==> config.mk <==
export PLATFORM = sky130hd
export DESIGN_NAME = reg_scoreboard
export DESIGN_NICKNAME = d
export VERILOG_FILES = /design/src/rtl/reg_scoreboard_pkg.sv /design/src/rtl/reg_pend_cnt.sv /design/src/rtl/reg_scoreboard.sv
export SDC_FILE = /design/constraint.sdc
export NUM_CORES = 1
export LEC_CHECK = 0
export ABC_AREA = 1
export BUFFER_PORTS_ARGS = -buffer_cell sky130_fd_sc_hd__buf_2
export CAP_MARGIN = 20
export CELL_PAD_IN_SITES_DETAIL_PLACEMENT = 1
export CELL_PAD_IN_SITES_GLOBAL_PLACEMENT = 1
export CORE_MARGIN = 2
export CORE_UTILIZATION = 35
export CTS_BUF_LIST = sky130_fd_sc_hd__clkbuf_16
export CTS_CLUSTER_SIZE = 10
export DETAILED_ROUTE_END_ITERATION = 10
export MAX_ROUTING_LAYER = met4
export PLACE_DENSITY = 0.81
export RECOVER_POWER = 100
export SETUP_SLACK_MARGIN = 0.15
export SYNTH_ARGS = -nofsm -noshare
export SYNTH_HDL_FRONTEND = slang
export SYNTH_SLANG_ARGS = --single-unit
==> constraint.sdc <==
create_clock -name clk -period 1.9 [get_ports clk]
set_clock_uncertainty 0.15 [all_clocks]
set_input_delay 0.19 -clock clk [delete_from_list [all_inputs] [get_ports clk]]
set_output_delay 0.19 -clock clk [all_outputs]
set_load 0.05 [all_outputs]
==> src/rtl/reg_scoreboard_pkg.sv <==
// Shared CPU pipeline parameters.
// Register-address and scoreboard counter widths.
package reg_scoreboard_pkg;
  localparam int PIPE_REG_W = 3;
  localparam int SB_REG_W   = PIPE_REG_W;
  localparam int SB_CNT_W   = 2;
  localparam int SB_CMAX    = (1 << SB_CNT_W) - 1;
endpackage

==> src/rtl/reg_pend_cnt.sv <==
// Pending-write counter for one architectural register.
// nz is registered from the next count, so it tracks count exactly.
module reg_pend_cnt
  import reg_scoreboard_pkg::*;
#(
  parameter int CNT_W = SB_CNT_W
) (
  input  logic             clk,
  input  logic             rst,
  input  logic             inc,
  input  logic             dec,
  input  logic             clr,
  output logic [CNT_W-1:0] count,
  output logic             nz
);

  logic [CNT_W-1:0] nxt;

  // Next count: clear wins, inc and dec together cancel
  always_comb begin
    nxt = count;
    if (clr)
      nxt = '0;
    else if (inc && !dec)
      nxt = count + CNT_W'(1);
    else if (dec && !inc)
      nxt = count - CNT_W'(1);
  end

  // Counter and its non-zero view
  always_ff @(posedge clk) begin
    if (rst) begin
      count <= '0;
      nz    <= 1'b0;
    end else begin
      count <= nxt;
      nz    <= |nxt;
    end
  end

endmodule

==> src/rtl/reg_scoreboard.sv <==
// Register scoreboard: RAW/WAW hazard check, writeback forwarding,
// per-register pending-write counters and stall statistics.
module reg_scoreboard
  import reg_scoreboard_pkg::*;
#(
  parameter int REG_W = SB_REG_W,
  parameter int CNT_W = SB_CNT_W
) (
  input  logic                  clk,
  input  logic                  rst,
  input  logic                  issue_valid,
  input  logic                  issue_rw,
  input  logic [REG_W-1:0]      issue_rd,
  input  logic [REG_W-1:0]      issue_rs1,
  input  logic [REG_W-1:0]      issue_rs2,
  input  logic                  issue_rs1_used,
  input  logic                  issue_rs2_used,
  output logic                  issue_ready,
  output logic                  fwd_rs1,
  output logic                  fwd_rs2,
  input  logic                  wb_valid,
  input  logic [REG_W-1:0]      wb_rd,
  input  logic                  flush,
  output logic [(1<<REG_W)-1:0] busy,
  output logic                  wb_err,
  output logic [15:0]           stall_cycles
);

  localparam int NREG = 1 << REG_W;
  localparam logic [CNT_W-1:0] CMAX = '1;
  localparam logic [CNT_W-1:0] ONE  = CNT_W'(1);

  logic [CNT_W-1:0] cnt [NREG];
  logic [NREG-1:0]  nz;
  logic [NREG-1:0]  wb_hit;
  logic [NREG-1:0]  inc;
  logic [NREG-1:0]  dec;
  logic last1, last2, raw1, raw2, waw;
  logic issue_fire;

  // Hazard detection against pre-issue counters
  always_comb begin
    last1 = wb_hit[issue_rs1] && (cnt[issue_rs1] == ONE);
    last2 = wb_hit[issue_rs2] && (cnt[issue_rs2] == ONE);
    raw1  = issue_rs1_used && nz[issue_rs1] && !last1;
    raw2  = issue_rs2_used && nz[issue_rs2] && !last2;
    waw   = issue_rw && (cnt[issue_rd] == CMAX)
            && !wb_hit[issue_rd];
  end

  assign issue_ready = !(raw1 || raw2 || waw) && !flush;
  assign issue_fire  = issue_valid && issue_ready;
  assign fwd_rs1     = issue_rs1_used && last1;
  assign fwd_rs2     = issue_rs2_used && last2;

  // Per-register increment/decrement requests
  always_comb begin
    wb_hit = '0;
    inc    = '0;
    dec    = '0;
    for (int r = 0; r < NREG; r++) begin
      wb_hit[r] = wb_valid && (wb_rd == REG_W'(r));
      inc[r]    = issue_fire && issue_rw
                  && (issue_rd == REG_W'(r));
      dec[r]    = wb_hit[r] && nz[r];
    end
  end

  genvar g;
  for (g = 0; g < NREG; g++) begin : g_cnt
    reg_pend_cnt #(.CNT_W(CNT_W)) u_cnt (
      .clk   (clk),
      .rst   (rst),
      .inc   (inc[g]),
      .dec   (dec[g]),
      .clr   (flush),
      .count (cnt[g]),
      .nz    (nz[g])
    );
  end

  assign busy = nz;

  // Sticky flag for writebacks with nothing pending
  always_ff @(posedge clk) begin
    if (rst)
      wb_err <= 1'b0;
    else if (wb_valid && !nz[wb_rd])
      wb_err <= 1'b1;
  end

  // Saturating count of stalled issue cycles
  always_ff @(posedge clk) begin
    if (rst)
      stall_cycles <= '0;
    else if (issue_valid && !issue_ready
             && (stall_cycles != 16'hFFFF))
      stall_cycles <= stall_cycles + 16'd1;
  end

endmodule

==> impl_results.md, run 1 <==
- Failing checks: negative setup slack
- Global route total overflow: 0
- Final Cell Area: 4936 um2
- Antenna cell count: 0
- Post-synth ARST share: 0%
- GPL Wtd Cong: 0.9414
- Register area share after synthesis: 26.17%
- Placement Cell Area: 4079 um2
- Clk root buf: clkbuf_16
- Syn-to-layout area delta: 57.36%
- Wire per inst: 20.93 um
- Vias in the first global route: 4469
- Number of synthesized flops with an enable pin: 0
- Worst Tran Pin Value: 0.6123 ns
- Hold-fix buffers, CTS: 0
- Logic gate share of total power: 20.6%
- Final Total Pwr: 0.002561 W
- Die W: 98.67 um
- Rel. slew slack: 59.36%
- Iter 0 DRT Violations: 272
- Area of the die: 9736 um2
- Worst Hold Class: primary input to register
- Area of the multi-input gates: 2323 um2
- NetSw: 0.0007453 W
- # port buffers: 47
- Max cap viols: 0
- RSZ-0062 raised after global routing: yes
- Largest net degree at the start of global routing: 17
- CP startpoint kind: register
- Commonest non-fill, non-tap cell in the layout: nand2_1
- CP Max Fanout: 6
- Internal Power: 0.001816 W
- Mean number of vias per cell: 5.746
- Final Hold Viols: 0
- Vias: 4511
- Wirelength, routed: 16430 um
- Fin nets: 697
- F_max: 420.0 MHz
- Clock Sinks: 41
- Storage element area: 882.1 um2
- Antenna-violating nets left: 0
- Gr usage total: 30.75%
- Die height: 98.67 um
- First-pass GRT wire length: 23230 um
- Clock Latency Late Sink: 0.30 ns
- Final cell count without fillers: 785
- Number of synthesized register bits: 41
- Part of the cycle the worst path needs: 125.3%
- DR DRC count: 0
- Maximum VDD drop: 0.0003505 V
- Setup Viol. Count Final: 43
- Setup crit end kind: register
- Yosys warnings: 0
- Pleak: 2.325 nW
- DRT Pass-1 Iters: 5
- Syn Nets: 566
- HPWL after DPL: 9679 um
- Row count: 34
- Hold slack: 0.05551 ns
- Clock network fraction of total power: 45.5%
- Worst path required time: 1.97 ns
- Slew Limit Fails: 0
- H-tree levels: 2
- Core Region: 8721 um2
- CP Data Arrival Time: 2.45 ns
- Clk buf depth: 2
- Fillers: 1168
- CTS clk-pin slew, worst paths: 0.07 ns
- Inst Count DP: 762
- Most frequent cells in the layout: nand2_1 (157), buf_4 (81), inv_1 (70), nor2_1 (38), buf_2 (34)
- Initial Util: 35.97%
- Critical path class: register to register
- Cell area after synthesis: 3137 um2
- Total CTS buffers: 5
- Gate Count Post-Synth: 545
- Io pins: 48
- CTS tree: built
- Avg Cell Area, Syn: 5.756 um2
- Initial antenna violation count: 0
- Synth Flop Type: dfxtp_1
- Switching power share of the total: 29.10%
- Yosys cell types: 35
- Min cycle time layout: 2.381 ns
- Status: finished with violations
- Power density cells: 518.8 nW/um2
- Layout cells sized above 1: 42.25%
- Final worst slack: -0.4810 ns
- Flop pwr share: 33.9%
-- timing repair --
item / CTS / global route
setup buffers: 10 / 5
gates resized for setup: 88 / 74
endpoints found under the setup margin: 43 / 43
pin swaps: 36 / 42
-- worst max-delay path, cell delays in order (launching register included) --
cell and delay, ns:
dfxtp_4 0.37, inv_2 0.05, o21ai_1 0.14, nand3_1 0.13
a21oi_1 0.18, nand2_1 0.12, nand3_2 0.13, nand2_4 0.09
buf_6 0.13, o21ai_4 0.20, clkinv_4 0.16, buf_6 0.15
nand3_4 0.07, o21ai_2 0.08, a21oi_2 0.16
-- logic make-up (layout without fill, tap and decap cells) --
kind of cell / Yosys count / count (layout) / synth area share [%]
simple gates: 345 / 345 / 48.66
xor+xnor: 5 / 5 / 1.396
flops: 41 / 41 / 26.17
compound gates: 48 / 48 / 8.736
buf+inv: 105 / 237 / 14.64
fa+ha+maj: 1 / 1 / 0.3988
-- through the flow --
step / setup TNS (ns) / utilization [%] / setup slack, ns
6_report: -15.38 / 56.60 / -0.4810
3_3_place_gp: -14.31 / 46.77 / -0.4176
3_5_place_dp: -16.96 / 46.77 / -0.5333
4_1_cts: -6.444 / 53.16 / -0.2123
2_1_floorplan: -0.1616 / - / -0.02118
5_1_grt: -18.92 / 56.60 / -0.5718
-- routing by layer --
layer  track usage [%]  vias up  wire, um
met5                 -        -         0
met4             12.33        0       871
met3             4.184       90      1098
met2             53.17      262      8228
met1             36.02     2165      6232
li1                  -     1994         -
-- path summary, 6_finish.rpt --
kind	startpoint	to	slack (ns)	cells after the start
max reg2reg	g_cnt[0].u_cnt.count[0]$_SDFF_PP0_	stall_cycles[7]$_SDFFE_PP0P_	-0.48	14
min reg2reg	stall_cycles[0]$_SDFFE_PP0P_	stall_cycles[0]$_SDFFE_PP0P_	0.32	1
max	g_cnt[0].u_cnt.count[0]$_SDFF_PP0_	stall_cycles[7]$_SDFFE_PP0P_	-0.48	14
min	rst	stall_cycles[14]$_SDFFE_PP0P_	0.06	2
-- layout make-up --
class / instances / area share [%]
multi-input cells: 399 / 47.07
repair buffers: 145 / 21.85
flip-flops and latches: 41 / 17.87
inverters: 84 / 6.540
well taps: 108 / 2.738
clock buffers: 5 / 2.535
clock inverters: 3 / 1.394
-- registers in the layout, summed over array words and instances (netlist names) --
signal / count
stall_cycles: 16
g_cnt.u_cnt.nz: 8
g_cnt.u_cnt.count: 16
wb_err: 1
-- cell usage after synthesis (3+ instances only) --
library cell	count	area share, %
a21oi_1	20	3.2
buf_4	10	2.4
inv_1	80	9.6
o21ai_0	18	2.9
nor2_1	48	5.7
inv_2	4	0.48
nand2_1	189	23
nor2_2	4	0.80
buf_2	7	1.1
xor2_1	4	1.1
nor3_1	6	0.96
nand4_1	24	4.8
dfxtp_1	41	26
nand3_1	58	9.3
nand3b_1	6	1.4
nor4_1	3	0.60
-- power groups by stage --
stage | registers, W | clock network [W] | logic (W)
after floorplan | 0.000912 | 0 | 0.000211
after detailed placement | 0.000892 | 0 | 0.000391
after global routing | 0.000870 | 0.00120 | 0.000557
final | 0.000868 | 0.00116 | 0.000528
after CTS | 0.000870 | 0.00117 | 0.000451
after global placement | 0.000891 | 0 | 0.000377
(Power assumes the default switching activity.)
==> run 2: changes to the inputs <==
--- a/config.mk
+++ b/config.mk
@@ -12,7 +12,6 @@
 export CELL_PAD_IN_SITES_GLOBAL_PLACEMENT = 1
 export CORE_MARGIN = 2
 export CORE_UTILIZATION = 35
-export CTS_BUF_LIST = sky130_fd_sc_hd__clkbuf_16
 export CTS_CLUSTER_SIZE = 10
 export DETAILED_ROUTE_END_ITERATION = 10
 export MAX_ROUTING_LAYER = met4
==> impl_results.md, run 2 (same netlist as run 1, synthesis figures left out) <==
- Status: finished with violations
- Failing checks: negative setup slack
- GPL Wtd Cong: 0.9414
- CTS clk-pin slew, worst paths: 0.10 ns
- Fillers: 1180
- Vias: 4401
- Slew Limit Fails: 0
- CP startpoint kind: register
- Vias in the first global route: 4507
- Final Total Pwr: 0.002273 W
- HPWL after DPL: 9679 um
- Setup TNS: -13.73 ns
- Min cycle time layout: 2.342 ns
- Hold depth: 2
- Clk buf depth: 2
- Total CTS buffers: 5
- Clock Sinks: 41
- Antenna-violating nets left: 0
- DR DRC count: 0
- Most frequent cells in the layout: nand2_1 (157), buf_4 (80), inv_1 (72), nor2_1 (37), nand3_1 (35)
- Gr usage total: 30.39%
- Worst Hold Class: primary input to register
- Final worst slack: -0.4424 ns
- Global route total overflow: 0
- DRT Pass-1 Iters: 5
- Largest regs: g_cnt.u_cnt.count (16), stall_cycles (16), g_cnt.u_cnt.nz (8)
- Maximum VDD drop: 0.0002872 V
- Clock Latency Late Sink: 0.31 ns
- Max cap viols: 0
- Iter 0 DRT Violations: 255
- Reg2Reg Depth: 14
- Wirelength, routed: 15610 um
- Setup crit end kind: register
- Worst Tran Pin Value: 0.6577 ns
- Placement Cell Area: 4079 um2
- Final Cell Area: 4825 um2
- Antenna cell count: 0
- Worst path required time: 1.96 ns
- Io pins: 48
- Core Region: 8721 um2
- Area of the die: 9736 um2
- Die W: 98.67 um
- F_max: 426.9 MHz
- Final Hold Viols: 0
- R2r setup slk: -0.44 ns
- Wire per inst: 19.84 um
- Syn-to-layout area delta: 53.81%
- Commonest non-fill, non-tap cell in the layout: nand2_1
- Largest net degree at the start of global routing: 17
- CP Data Arrival Time: 2.40 ns
- Fin nets: 699
- # port buffers: 47
- First-pass GRT wire length: 22940 um
- Part of the cycle the worst path needs: 123.3%
- Clk root buf: clkbuf_8
- Hold slack: 0.07507 ns
- Pleak: 2.221 nW
- Die height: 98.67 um
- RSZ-0062 raised after global routing: yes
- H-tree levels: 2
- Setup Viol. Count Final: 43
- CTS tree: built
- CP Max Fanout: 5
- Rel. slew slack: 56.34%
- Mean number of vias per cell: 5.592
- Initial antenna violation count: 0
- Initial Util: 35.97%
- Critical path class: register to register
- Row count: 34
- Power density cells: 471.1 nW/um2
- Layout cells sized above 1: 39.47%
-- run 2: path summary, 6_finish.rpt --
path                                 startpoint                             to
min reg2reg        stall_cycles[2]$_SDFFE_PP0P_   stall_cycles[2]$_SDFFE_PP0P_
max reg2reg  g_cnt[2].u_cnt.count[0]$_SDFF_PP0_   g_cnt[0].u_cnt.nz$_SDFF_PP0_
min                                         rst  stall_cycles[15]$_SDFFE_PP0P_
max          g_cnt[2].u_cnt.count[0]$_SDFF_PP0_   g_cnt[0].u_cnt.nz$_SDFF_PP0_
-- run 2: routing by layer --
metal	global-route usage (%)	part of all wire (%)
met4	11.06	4.2
met3	4.113	5.0
met2	53.69	51
met5	-	0
met1	35.13	39
-- run 2: critical path, cell delays in order, from the launching register on --
cell     delay [ns]
dfxtp_4        0.42
nand2_1        0.08
nand2_1        0.08
nand3_1        0.11
a21oi_1        0.18
nand2_1        0.11
nand3_2        0.13
nand2_4        0.08
nor2_8         0.16
buf_12         0.15
nand3_4        0.08
nand2_2        0.09
nand4_1        0.17
nand3_2        0.17
nand2_2        0.06
-- run 2: layout make-up --
| cell class | instances | area, um2 | share of cell area, % |
|---|---|---|---|
| sequential | 41 | 883.3 | 18.31 |
| multi-input combinational | 399 | 2263 | 46.91 |
| tap | 108 | 135.1 | 2.801 |
| clock inverter | 3 | 68.82 | 1.426 |
| clock buffer | 5 | 68.82 | 1.426 |
| inverter | 84 | 322.8 | 6.691 |
| timing repair inverter | 1 | 6.256 | 0.1297 |
| timing repair buffer | 146 | 1076 | 22.30 |
-- run 2: stage by stage --
step                      setup WS, ns  util (%)  instances
final                          -0.4424     55.32        787
after global routing           -0.5681     55.32        787
after CTS                      -0.2240     52.31        782
after detailed placement       -0.5333     46.77        762
after global placement         -0.4176     46.77        762
after floorplan               -0.02118         -        545
-- run 2: where the power goes --
| part | total (W) | switching, W | internal [W] |
|---|---|---|---|
| Combinational | 0.000520 | 0.000318 | 0.000202 |
| Sequential | 0.000868 | 0.0000116 | 0.000856 |
| Clock | 0.000885 | 0.000356 | 0.000529 |
| Total | 0.00227 | 0.000686 | 0.00159 |
-- run 2: what timing repair did --
item,CTS,global route
pin swaps,26,35
gates resized for setup,74,75
gates cloned,1,0
setup buffers,11,5
hold buffers,0,0
setup endpoints to repair,43,43
==> run 3: changes to the inputs <==
--- a/config.mk
+++ b/config.mk
@@ -14,10 +14,10 @@
 export CORE_UTILIZATION = 35
 export CTS_CLUSTER_SIZE = 10
 export DETAILED_ROUTE_END_ITERATION = 10
-export MAX_ROUTING_LAYER = met4
 export PLACE_DENSITY = 0.81
 export RECOVER_POWER = 100
 export SETUP_SLACK_MARGIN = 0.15
 export SYNTH_ARGS = -nofsm -noshare
 export SYNTH_HDL_FRONTEND = slang
 export SYNTH_SLANG_ARGS = --single-unit
+export TNS_END_PERCENT = 1
==> impl_results.md, run 3 (same netlist as run 1, synthesis figures left out) <==
- Setup crit end kind: register
- Worst path required time: 1.95 ns
- Clock network fraction of total power: 36.0%
- Worst Tran Pin Value: 0.6010 ns
- Gr usage total: 26.52%
- Iter 0 DRT Violations: 175
- Max cap viols: 0
- Hold slack: 0.2309 ns
- CP Data Arrival Time: 2.35 ns
- Core Region: 8721 um2
- CP startpoint kind: register
- Fin nets: 684
- Total CTS buffers: 5
- CTS tree: built
- NetSw: 0.0006453 W
- Vias in the first global route: 4290
- Initial antenna violation count: 0
- # port buffers: 47
- First-pass GRT wire length: 20870 um
- Wirelength, routed: 13610 um
- Most frequent cells in the layout: nand2_1 (167), inv_1 (76), buf_4 (74), nand3_1 (43), nor2_1 (40)
- CP bufs+invs: 2
- Rel. slew slack: 60.10%
- Failing checks: negative setup slack
- Global route total overflow: 0
- Power density cells: 459.5 nW/um2
- RSZ-0062 raised after global routing: yes
- CTS clk-pin slew, worst paths: 0.09 ns
- Crit path largest cell delay: 0.36 ns
- Die W: 98.67 um
- Largest net degree at the start of global routing: 17
- Antenna cell count: 0
- Initial Util: 35.97%
- Internal Power: 0.001418 W
- Layout cells sized above 1: 32.38%
- Die height: 98.67 um
- Clock Latency Late Sink: 0.31 ns
- Logic gate share of total power: 21.9%
- CP Max Fanout: 8
- Clock Sinks: 41
- Worst Hold Class: primary input to register
- Commonest non-fill, non-tap cell in the layout: nand2_1
- Final Hold Viols: 0
- Mean number of vias per cell: 5.399
- Area of the die: 9736 um2
- Critical path class: register to register
- Min cycle time layout: 2.308 ns
- DR DRC count: 0
- Vias: 4168
- HPWL after DPL: 9515 um
- Clk buf depth: 2
- Pleak: 2.092 nW
- Antenna-violating nets left: 0
- CP max-delay cell: dfxtp_2
- Largest regs: g_cnt.u_cnt.count (16), stall_cycles (16), g_cnt.u_cnt.nz (8)
- DRT Pass-1 Iters: 5
- Syn-to-layout area delta: 43.16%
- Row count: 34
- Status: finished with violations
- Maximum VDD drop: 0.0002773 V
- Final Total Pwr: 0.002063 W
- Io pins: 48
- Flop pwr share: 42.1%
- Family with the most delay on the worst path: simple AND/OR/NAND/NOR gates
- Crit path cell chain: inv_2, o21ai_2, nand2_1, nor2_1, nand2_1, nand2_2, nand2_2, nand3_2, nand2_4, nor2_8, buf_12, nand3_4, nand2_4, nand4_1, nand3_2, nand2_1
- Switching power share of the total: 31.27%
- Slew Limit Fails: 0
- F_max: 433.4 MHz
- Wire per inst: 17.63 um
- Fin util: 51.49%
- GPL Wtd Cong: 0.9064
- Clk root buf: clkbuf_8
- Most frequent CP cell: nand2_1
- Final worst slack: -0.4075 ns
- H-tree levels: 2
- Setup Viol. Count Final: 43
- Part of the cycle the worst path needs: 121.4%
- R2r setup slk: -0.41 ns
[run 3: area by class of cell]
cell class,count,area [um2]
clock inverter,3,46.29
inverter,84,320.3
tap,108,135.1
multi-input combinational,399,2103
sequential,41,877.1
fill,1200,4230
clock buffer,5,68.82
timing repair buffer,132,939.7
[run 3: timing repair]
item | CTS | global route
pin swaps | 16 | 23
endpoints found under the hold margin | 2 | 0
setup buffers | 1 | 3
cloned | 1 | 0
gates resized for setup | 61 | 44
endpoints found under the setup margin | 43 | 43
hold buffers | 1 | 0
[run 3: power by group through the flow]
stage | sequential, W | clock (W) | combinational (W)
global placement | 0.000892 | 0 | 0.000363
CTS | 0.000870 | 0.000748 | 0.000424
global route | 0.000871 | 0.000796 | 0.000481
floorplan | 0.000914 | 0 | 0.000204
detailed placement | 0.000894 | 0 | 0.000376
finish | 0.000869 | 0.000744 | 0.000451
[run 3: routing by layer]
layer / part of all wire, % / vias to the layer above / routed length (um) / GRT usage [%]
met4: 4.3 / 0 / 590 / 10.96
met3: 4.8 / 47 / 652 / 5.390
met2: 52 / 129 / 7030 / 47.78
met5: 0 / - / 0 / 0
li1: - / 1970 / - / -
met1: 39 / 2022 / 5336 / 30.48
[run 3: worst paths after layout]
path | start | depth (start not counted) | to
max | g_cnt[4].u_cnt.count[0]$_SDFF_PP0_ | 16 | g_cnt[7].u_cnt.nz$_SDFF_PP0_
min | flush | 5 | g_cnt[1].u_cnt.count[1]$_SDFF_PP0_
max reg2reg | g_cnt[4].u_cnt.count[0]$_SDFF_PP0_ | 16 | g_cnt[7].u_cnt.nz$_SDFF_PP0_
min reg2reg | stall_cycles[3]$_SDFFE_PP0P_ | 1 | stall_cycles[3]$_SDFFE_PP0P_
[run 3: worst min-delay path: cells and delay by family]
| family | cells | cell delay, ns |
|---|---|---|
| buffers and inverters | 3 | 0.32 |
| and+or+nand+nor | 2 | 0.14 |
[run 3: through the flow]
step	setup WS [ns]	setup TNS [ns]	cells	area, um2
after floorplan	-0.02480	-0.3183	545	3203
after global placement	-0.3824	-12.61	758	4030
after detailed placement	-0.5378	-17.58	758	4030
after CTS	-0.2807	-7.304	769	4337
after global routing	-0.5511	-16.98	772	4491
final	-0.4075	-10.76	772	4491
